===== src/rtl/ram_arbiter.sv =====
// Two-requester arbiter for a single-port RAM; one transaction in flight at a time.
// Define RAM_ARB_RR_EN for round-robin arbitration; otherwise A has fixed priority.
module ram_arbiter #(
    parameter int unsigned ADDR_W = 10,
    parameter int unsigned DATA_W = 8
) (
    input  logic              clk,
    input  logic              rst,
    input  logic              a_req,
    input  logic              a_we,
    input  logic [ADDR_W-1:0] a_addr,
    input  logic [DATA_W-1:0] a_wdata,
    input  logic              b_req,
    input  logic              b_we,
    input  logic [ADDR_W-1:0] b_addr,
    input  logic [DATA_W-1:0] b_wdata,
    output logic              a_gnt,
    output logic              b_gnt,
    output logic              a_rvalid,
    output logic              b_rvalid,
    output logic [DATA_W-1:0] a_rdata,
    output logic [DATA_W-1:0] b_rdata,
    output logic              ram_wr,
    output logic              ram_rd,
    output logic [ADDR_W-1:0] ram_add,
    output logic [DATA_W-1:0] ram_din,
    input  logic [DATA_W-1:0] ram_dout,
    output logic              busy
);

    typedef enum logic [1:0] {StIdle, StAccess, StRwait, StRdone} state_e;

    state_e            state_q, state_d;
    logic              win_b_q, win_b_d;
    logic              pick_b;
    logic              sel_we;
    logic              a_gnt_d, b_gnt_d, a_rvalid_d, b_rvalid_d;
    logic              ram_wr_d, ram_rd_d, busy_d;
    logic [ADDR_W-1:0] ram_add_d;
    logic [DATA_W-1:0] ram_din_d, a_rdata_d, b_rdata_d;

`ifdef RAM_ARB_RR_EN
    // Set when B should win the next simultaneous request.
    logic prio_b_q, prio_b_d;
    assign pick_b = b_req && (!a_req || prio_b_q);
`else
    assign pick_b = b_req && !a_req;
`endif

    assign sel_we = pick_b ? b_we : a_we;

    always_comb begin
        state_d    = state_q;
        win_b_d    = win_b_q;
        a_gnt_d    = 1'b0;
        b_gnt_d    = 1'b0;
        a_rvalid_d = 1'b0;
        b_rvalid_d = 1'b0;
        ram_wr_d   = 1'b0;
        ram_rd_d   = 1'b0;
        ram_add_d  = ram_add;
        ram_din_d  = ram_din;
        a_rdata_d  = a_rdata;
        b_rdata_d  = b_rdata;
`ifdef RAM_ARB_RR_EN
        prio_b_d   = prio_b_q;
`endif
        unique case (state_q)
            StIdle: begin
                if (a_req || b_req) begin
                    // Outputs are registered, so the ACCESS-cycle values are loaded here.
                    state_d   = StAccess;
                    win_b_d   = pick_b;
                    ram_wr_d  = sel_we;
                    ram_rd_d  = !sel_we;
                    ram_add_d = pick_b ? b_addr : a_addr;
                    ram_din_d = pick_b ? b_wdata : a_wdata;
                    a_gnt_d   = !pick_b;
                    b_gnt_d   = pick_b;
`ifdef RAM_ARB_RR_EN
                    prio_b_d  = !pick_b;
`endif
                end
            end
            StAccess: state_d = ram_wr ? StIdle : StRwait;
            StRwait: begin
                state_d = StRdone;
                if (win_b_q) begin
                    b_rdata_d  = ram_dout;
                    b_rvalid_d = 1'b1;
                end else begin
                    a_rdata_d  = ram_dout;
                    a_rvalid_d = 1'b1;
                end
            end
            StRdone: state_d = StIdle;
            default: state_d = StIdle;
        endcase
        busy_d = (state_d != StIdle);
    end

    always_ff @(posedge clk) begin
        if (rst) begin
            state_q  <= StIdle;
            win_b_q  <= 1'b0;
            a_gnt    <= 1'b0;
            b_gnt    <= 1'b0;
            a_rvalid <= 1'b0;
            b_rvalid <= 1'b0;
            ram_wr   <= 1'b0;
            ram_rd   <= 1'b0;
            ram_add  <= '0;
            ram_din  <= '0;
            a_rdata  <= '0;
            b_rdata  <= '0;
            busy     <= 1'b0;
`ifdef RAM_ARB_RR_EN
            prio_b_q <= 1'b0;
`endif
        end else begin
            state_q  <= state_d;
            win_b_q  <= win_b_d;
            a_gnt    <= a_gnt_d;
            b_gnt    <= b_gnt_d;
            a_rvalid <= a_rvalid_d;
            b_rvalid <= b_rvalid_d;
            ram_wr   <= ram_wr_d;
            ram_rd   <= ram_rd_d;
            ram_add  <= ram_add_d;
            ram_din  <= ram_din_d;
            a_rdata  <= a_rdata_d;
            b_rdata  <= b_rdata_d;
            busy     <= busy_d;
`ifdef RAM_ARB_RR_EN
            prio_b_q <= prio_b_d;
`endif
        end
    end

endmodule


===== config.mk =====
export PLATFORM = sky130hd
export DESIGN_NAME = ram_arbiter
export DESIGN_NICKNAME = d
export VERILOG_FILES = /design/src/rtl/ram_arbiter.sv
export SDC_FILE = /design/constraint.sdc
export NUM_CORES = 1
export LEC_CHECK = 0
export ABC_CLOCK_PERIOD_IN_PS = 2500
export CORE_MARGIN = 8
export CORE_UTILIZATION = 40
export CTS_BUF_LIST = sky130_fd_sc_hd__clkbuf_4
export CTS_CLUSTER_DIAMETER = 60
export DETAILED_ROUTE_END_ITERATION = 8
export DONT_BUFFER_PORTS = 1
export HOLD_SLACK_MARGIN = 0.03
export PLACE_DENSITY = 0.55
export SLEW_MARGIN = 20
export SYNTH_ARGS = -nofsm -noshare
export SYNTH_HDL_FRONTEND = slang
export SYNTH_SLANG_ARGS = --single-unit

===== constraint.sdc =====
create_clock -name clk -period 2.5 [get_ports clk]
set_input_delay 0.375 -clock clk [delete_from_list [all_inputs] [get_ports clk]]
set_output_delay 0.375 -clock clk [all_outputs]
set_load 0.05 [all_outputs]

Yosys cells after proc, flatten, opt, wreduce, memory -nomap -nowiden
Cells that the tools add are included.
{ "word_totals": {"input_bits": 50, "word_cells": 40, "regBits": 44} }
{ "op_classes": {"muxes": 8, "n_eq_ne": 3, "bitwise_logic": 4, "n_reduce_logical": 12} }
{ "op_table": {"columns": ["operator", "count"], "rows": [
  ["10-bit 2-to-1 mux", 1],
  ["8-bit 2-to-1 mux", 1],
  ["2-bit one-hot mux with 4 select lines", 1],
  ["2-bit AND reduction", 3],
  ["2-bit == test (second input constant)", 2],
  ["2-bit 2-to-1 mux", 2],
  ["1-bit NOT", 4],
  ["1-bit zero test", 3],
  ["1-bit 2-to-1 mux", 3],
  ["3-bit OR reduction", 1],
  ["2-bit by 1-bit == test with 1-bit output (second input constant)", 1],
  ["2-bit zero test", 1],
  ["2-bit nonzero test", 1],
  ["2-bit OR reduction", 1],
  ["1-bit logical AND", 1],
  ["1-bit logical OR", 1]
]} }

Depth between registers and ports, before layout
{ "depth": {"ltp_word": 4, "depth_mapped": 5} }

Least setup slack after synthesis
No wires, ideal clock.
{ "synth_timing": {"path_type": "in2reg", "startpoint": "input port b_req", "endpoint": "register ram_add[6]", "setup_time_ns": 0.088, "slack_ns": 1.217, "cell_stages": 5, "arrival_ns": 1.195, "required_time_ns": 2.412, "cell_sequence": "or2_4 -> and2_4 -> buf_6 -> buf_6 -> a311oi_2"} }
{ "synth_via": {"elab_chain_len": 2, "elab_cells_between_ends": 4} }
{ "synth_lines": {"columns": ["item", "line_no", "rtl"], "rows": [
  ["start, declared", "13", "input logic b_req,"],
  ["1-bit logical AND / 1-bit logical OR (equally long branches)", "47, 70", null],
  ["10-bit 2-to-1 mux / 2-bit AND reduction (equally long branches)", null, null],
  ["end signal, assigned", "129", "ram_add <= ram_add_d;"],
  ["end, declared", "25", "output logic [ADDR_W-1:0] ram_add,"]
]} }
Several ways; a longest one is shown, not always the timed one.
A chain may end at the register's enable or synchronous reset.

Final worst setup path
{ "layout_timing": {"startpoint": "register win_b_q", "endpoint": "register b_rdata[4]"} }
{ "layout_via": {"elab_chain_len": 1} }
{ "layout_lines": {"columns": ["item", "line_no", "rtl"], "rows": [
  ["start, declared", "34", "logic win_b_q, win_b_d;"],
  ["start signal, assigned", "122", "win_b_q <= win_b_d;"],
  ["2-bit AND reduction (no source line)", null, null],
  ["end signal, assigned", "132", "b_rdata <= b_rdata_d;"],
  ["end, declared", "22", "output logic [DATA_W-1:0] b_rdata,"]
]} }
No other way between the ends.

==> metrics.md <==
| Metric | Value |
|---|---|
| Status | finished clean |
| Synth top area share | 0.491 |
| WL met2 | 2200 um |
| Grt ovf | 0 |
| Post-DR vias/cell | 5.76 |
| Post-layout net count | 238 |
| Effective utilization at floorplan | 0.415 |
| Routed Wire Length | 4600 um |
| DRT iter0 DRCs | 98 |
| Worst hold path class | in -> reg |
| Largest net degree at the start of global routing | 45 |
| Final setup fails | 0 |
| Port-buffer cells | 0 |
| Final Max Slew Viols | 0 |
| Period utilization | 0.604 |
| DIE WIDTH | 83.0 um |
| I/O Pins | 91 |
| Post-CTS resize count | 0 |
| Number of global-route vias before repair | 1423 |
| Ys flop type | dfxtp_1 |
| DP Wirelength | 3440 um |
| Worst IR Drop VDD | 0.341 mV |
| Met3 WL | 502 um |
| Slowest CP cell | dfxtp_1 |
| Initial antenna violation count | 0 |
| Initial DRT Pass Iterations | 4 |
| Max-cap viol count | 0 |
| Pwr/cell area | 917 nW/um2 |
| CP max stage delay | 580 ps |
| Synth cell types | 24 |
| Clock-pin slew on the worst setup and hold paths | 120 ps |
| Leak pwr | 0.716 nW |
| Setup crit start kind | register |
| CP required | 2740 ps |
| Area contributors post-synth | dfxtp_1, nand2_1, a311oi_2, a21oi_1, mux2i_1 |
| Setup repair bufs after CTS | 0 |
| Post-synthesis net count | 247 |
| ANT cells | 0 |
| Util after Layout | 0.431 |
| Final hold vios | 0 |
| Vias | 1389 |
| Uppermost layer routed | met4 |
| Max Root-Sink Buffers | 2 |
| Layout area overhead | 3.91% |
| Synth warnings | 0 |
| Synth Instances | 197 |
| Fill cells | 436 |
| Crit Path Max Fanout | 13 |
| DP Cell Count | 233 |
| M1 WL | 1830 um |
| Final min period | 1510 ps |
| Cts bufs inserted | 5 |
| Drt wl/cell | 19.1 um |
| Remaining DRCs | 0 |
| Seq/Total Area, Yosys | 0.491 |
| CTS sink count | 44 |
| DRT antenna net count | 0 |
| Core Area | 4320 um2 |
| Cell Area, Synth | 1790 um2 |
| First-pass GRT wire length | 7440 um |
| Synth area leader | dfxtp_1 |
| RSZ-0062 raised after global routing | false |
| Worst-Margin Slew | 681 ps |
| Worst skew pair latency | 340 ps |
| CTS Hold Buffers Added | 0 |
| Post-synth EDFFs | 0 |
| Critical path cell sequence | nand3b_1 -> mux2i_1 -> nor2_1 |
| Final Non-Filler Cells | 241 |
| Yosys reg bits | 44 |
| CP endpoint kind | register |
| Die height | 83.0 um |
| WS Path Type | reg -> reg |
| Setup TNS | 0 ps |
| CTS tree | yes |
| H-tree levels | 2 |
| Slew headroom | 0.546 |
| Critical Path AT | 1750 ps |
| Clock root buffer | clkbuf_4 |
| Ys async rst share | 0 |
| Clock skew | 2.88 ps |
| Die area | 6880 um2 |
| Mean Syn Cell Area | 9.11 um2 |
| Share of cells above drive strength 1 | 0.132 |
| GP Congestion | 0.692 |
| Maximum clock rate | 0.662 GHz |
| Site Rows | 24 |
| GRT Total Usage | 0.130 |
## layout make-up
cell class / count / area [um2] / area share
sequential: 44 / 881 / 0.472
multi-input combinational: 135 / 823 / 0.442
tap: 52 / 65.1 / 0.0349
clock buffer: 6 / 45.0 / 0.0242
clock inverter: 2 / 35.0 / 0.0188
timing repair buffer: 2 / 15.0 / 0.00805
## worst max-delay path, delay by kind of cell, from the launching register on
family,cells,cell delay (ps)
DFF,1,580
muxes,1,310
and+or+nand+nor,2,520
## cells in the mapped netlist, types with 4 or more instances
library cell	count
dfxtp_1	44
a21oi_1	28
a311oi_1	8
mux2i_1	9
nor2_1	9
buf_2	6
nand2_1	45
a311oi_2	10
nor3_1	4
clkbuf_1	10
o21ai_0	8
## per-layer routing
metal / GRT usage / vias up
met5: 0 / -
met3: 0.0781 / 8
li1: - / 671
met2: 0.210 / 61
met1: 0.138 / 649
met4: 0.0415 / 0
## state kept, by name (all words and copies together), names as in the netlist
name and cells:
a_rvalid 1, b_rvalid 1, ram_din 8, b_rdata 8, state_q 2, a_rdata 8, b_gnt 1, win_b_q 1
ram_add 10, a_gnt 1, ram_wr 1, busy 1, ram_rd 1
## kinds of logic (layout without fill, tap and decap cells)
group / Yosys count / after routing / share of synthesized area
AND/OR/NAND/NOR: 69 / 69 / 0.172
AO/OA/AOI/OAI: 57 / 57 / 0.236
flip-flops: 44 / 44 / 0.491
buffers and inverters: 18 / 10 / 0.0502
multiplexers: 9 / 9 / 0.0502
## cells in the final DEF, fill, tap and decap left out, types with 2 or more instances in the layout
master / Yosys / final
a21oi_1: 28 / 28
a311oi_1: 8 / 8
a311oi_2: 10 / 10
buf_4: 0 / 2
clkbuf_4: 0 / 6
dfxtp_1: 44 / 44
mux2i_1: 9 / 9
nand2_1: 45 / 45
nand2b_1: 2 / 2
nor2_1: 9 / 9
nor3_1: 4 / 4
nor3b_1: 2 / 2
o21ai_0: 8 / 8
## through the flow
step / total power [mW] / setup slack [ps] / cell area (um2) / hold WS [ps]
detailed placement: 1.30 / 1010 / 1780 / 452
global placement: 1.28 / 1080 / 1780 / 451
CTS: 1.73 / 993 / 1860 / 59.1
finish: 1.71 / 989 / 1860 / 92.7
global route: 1.80 / 825 / 1860 / 43.7
floorplan: 1.26 / 1220 / 1790 / 511
## power by group
part / switching, mW / total, mW / internal [mW]
Sequential: 0.278 / 1.05 / 0.771
Combinational: 0.133 / 0.226 / 0.0929
Clock: 0.214 / 0.435 / 0.221
## final timing paths
kind,start,end,slack [ps],depth (start not counted)
setup / recovery,win_b_q,b_rdata[4],990,3
hold / removal,rst,a_rdata[5],90,1
setup reg to reg,win_b_q,b_rdata[4],990,3
hold reg to reg,state_q[1],state_q[1],630,2
Note: power is estimated with default switching activity, not from simulation.
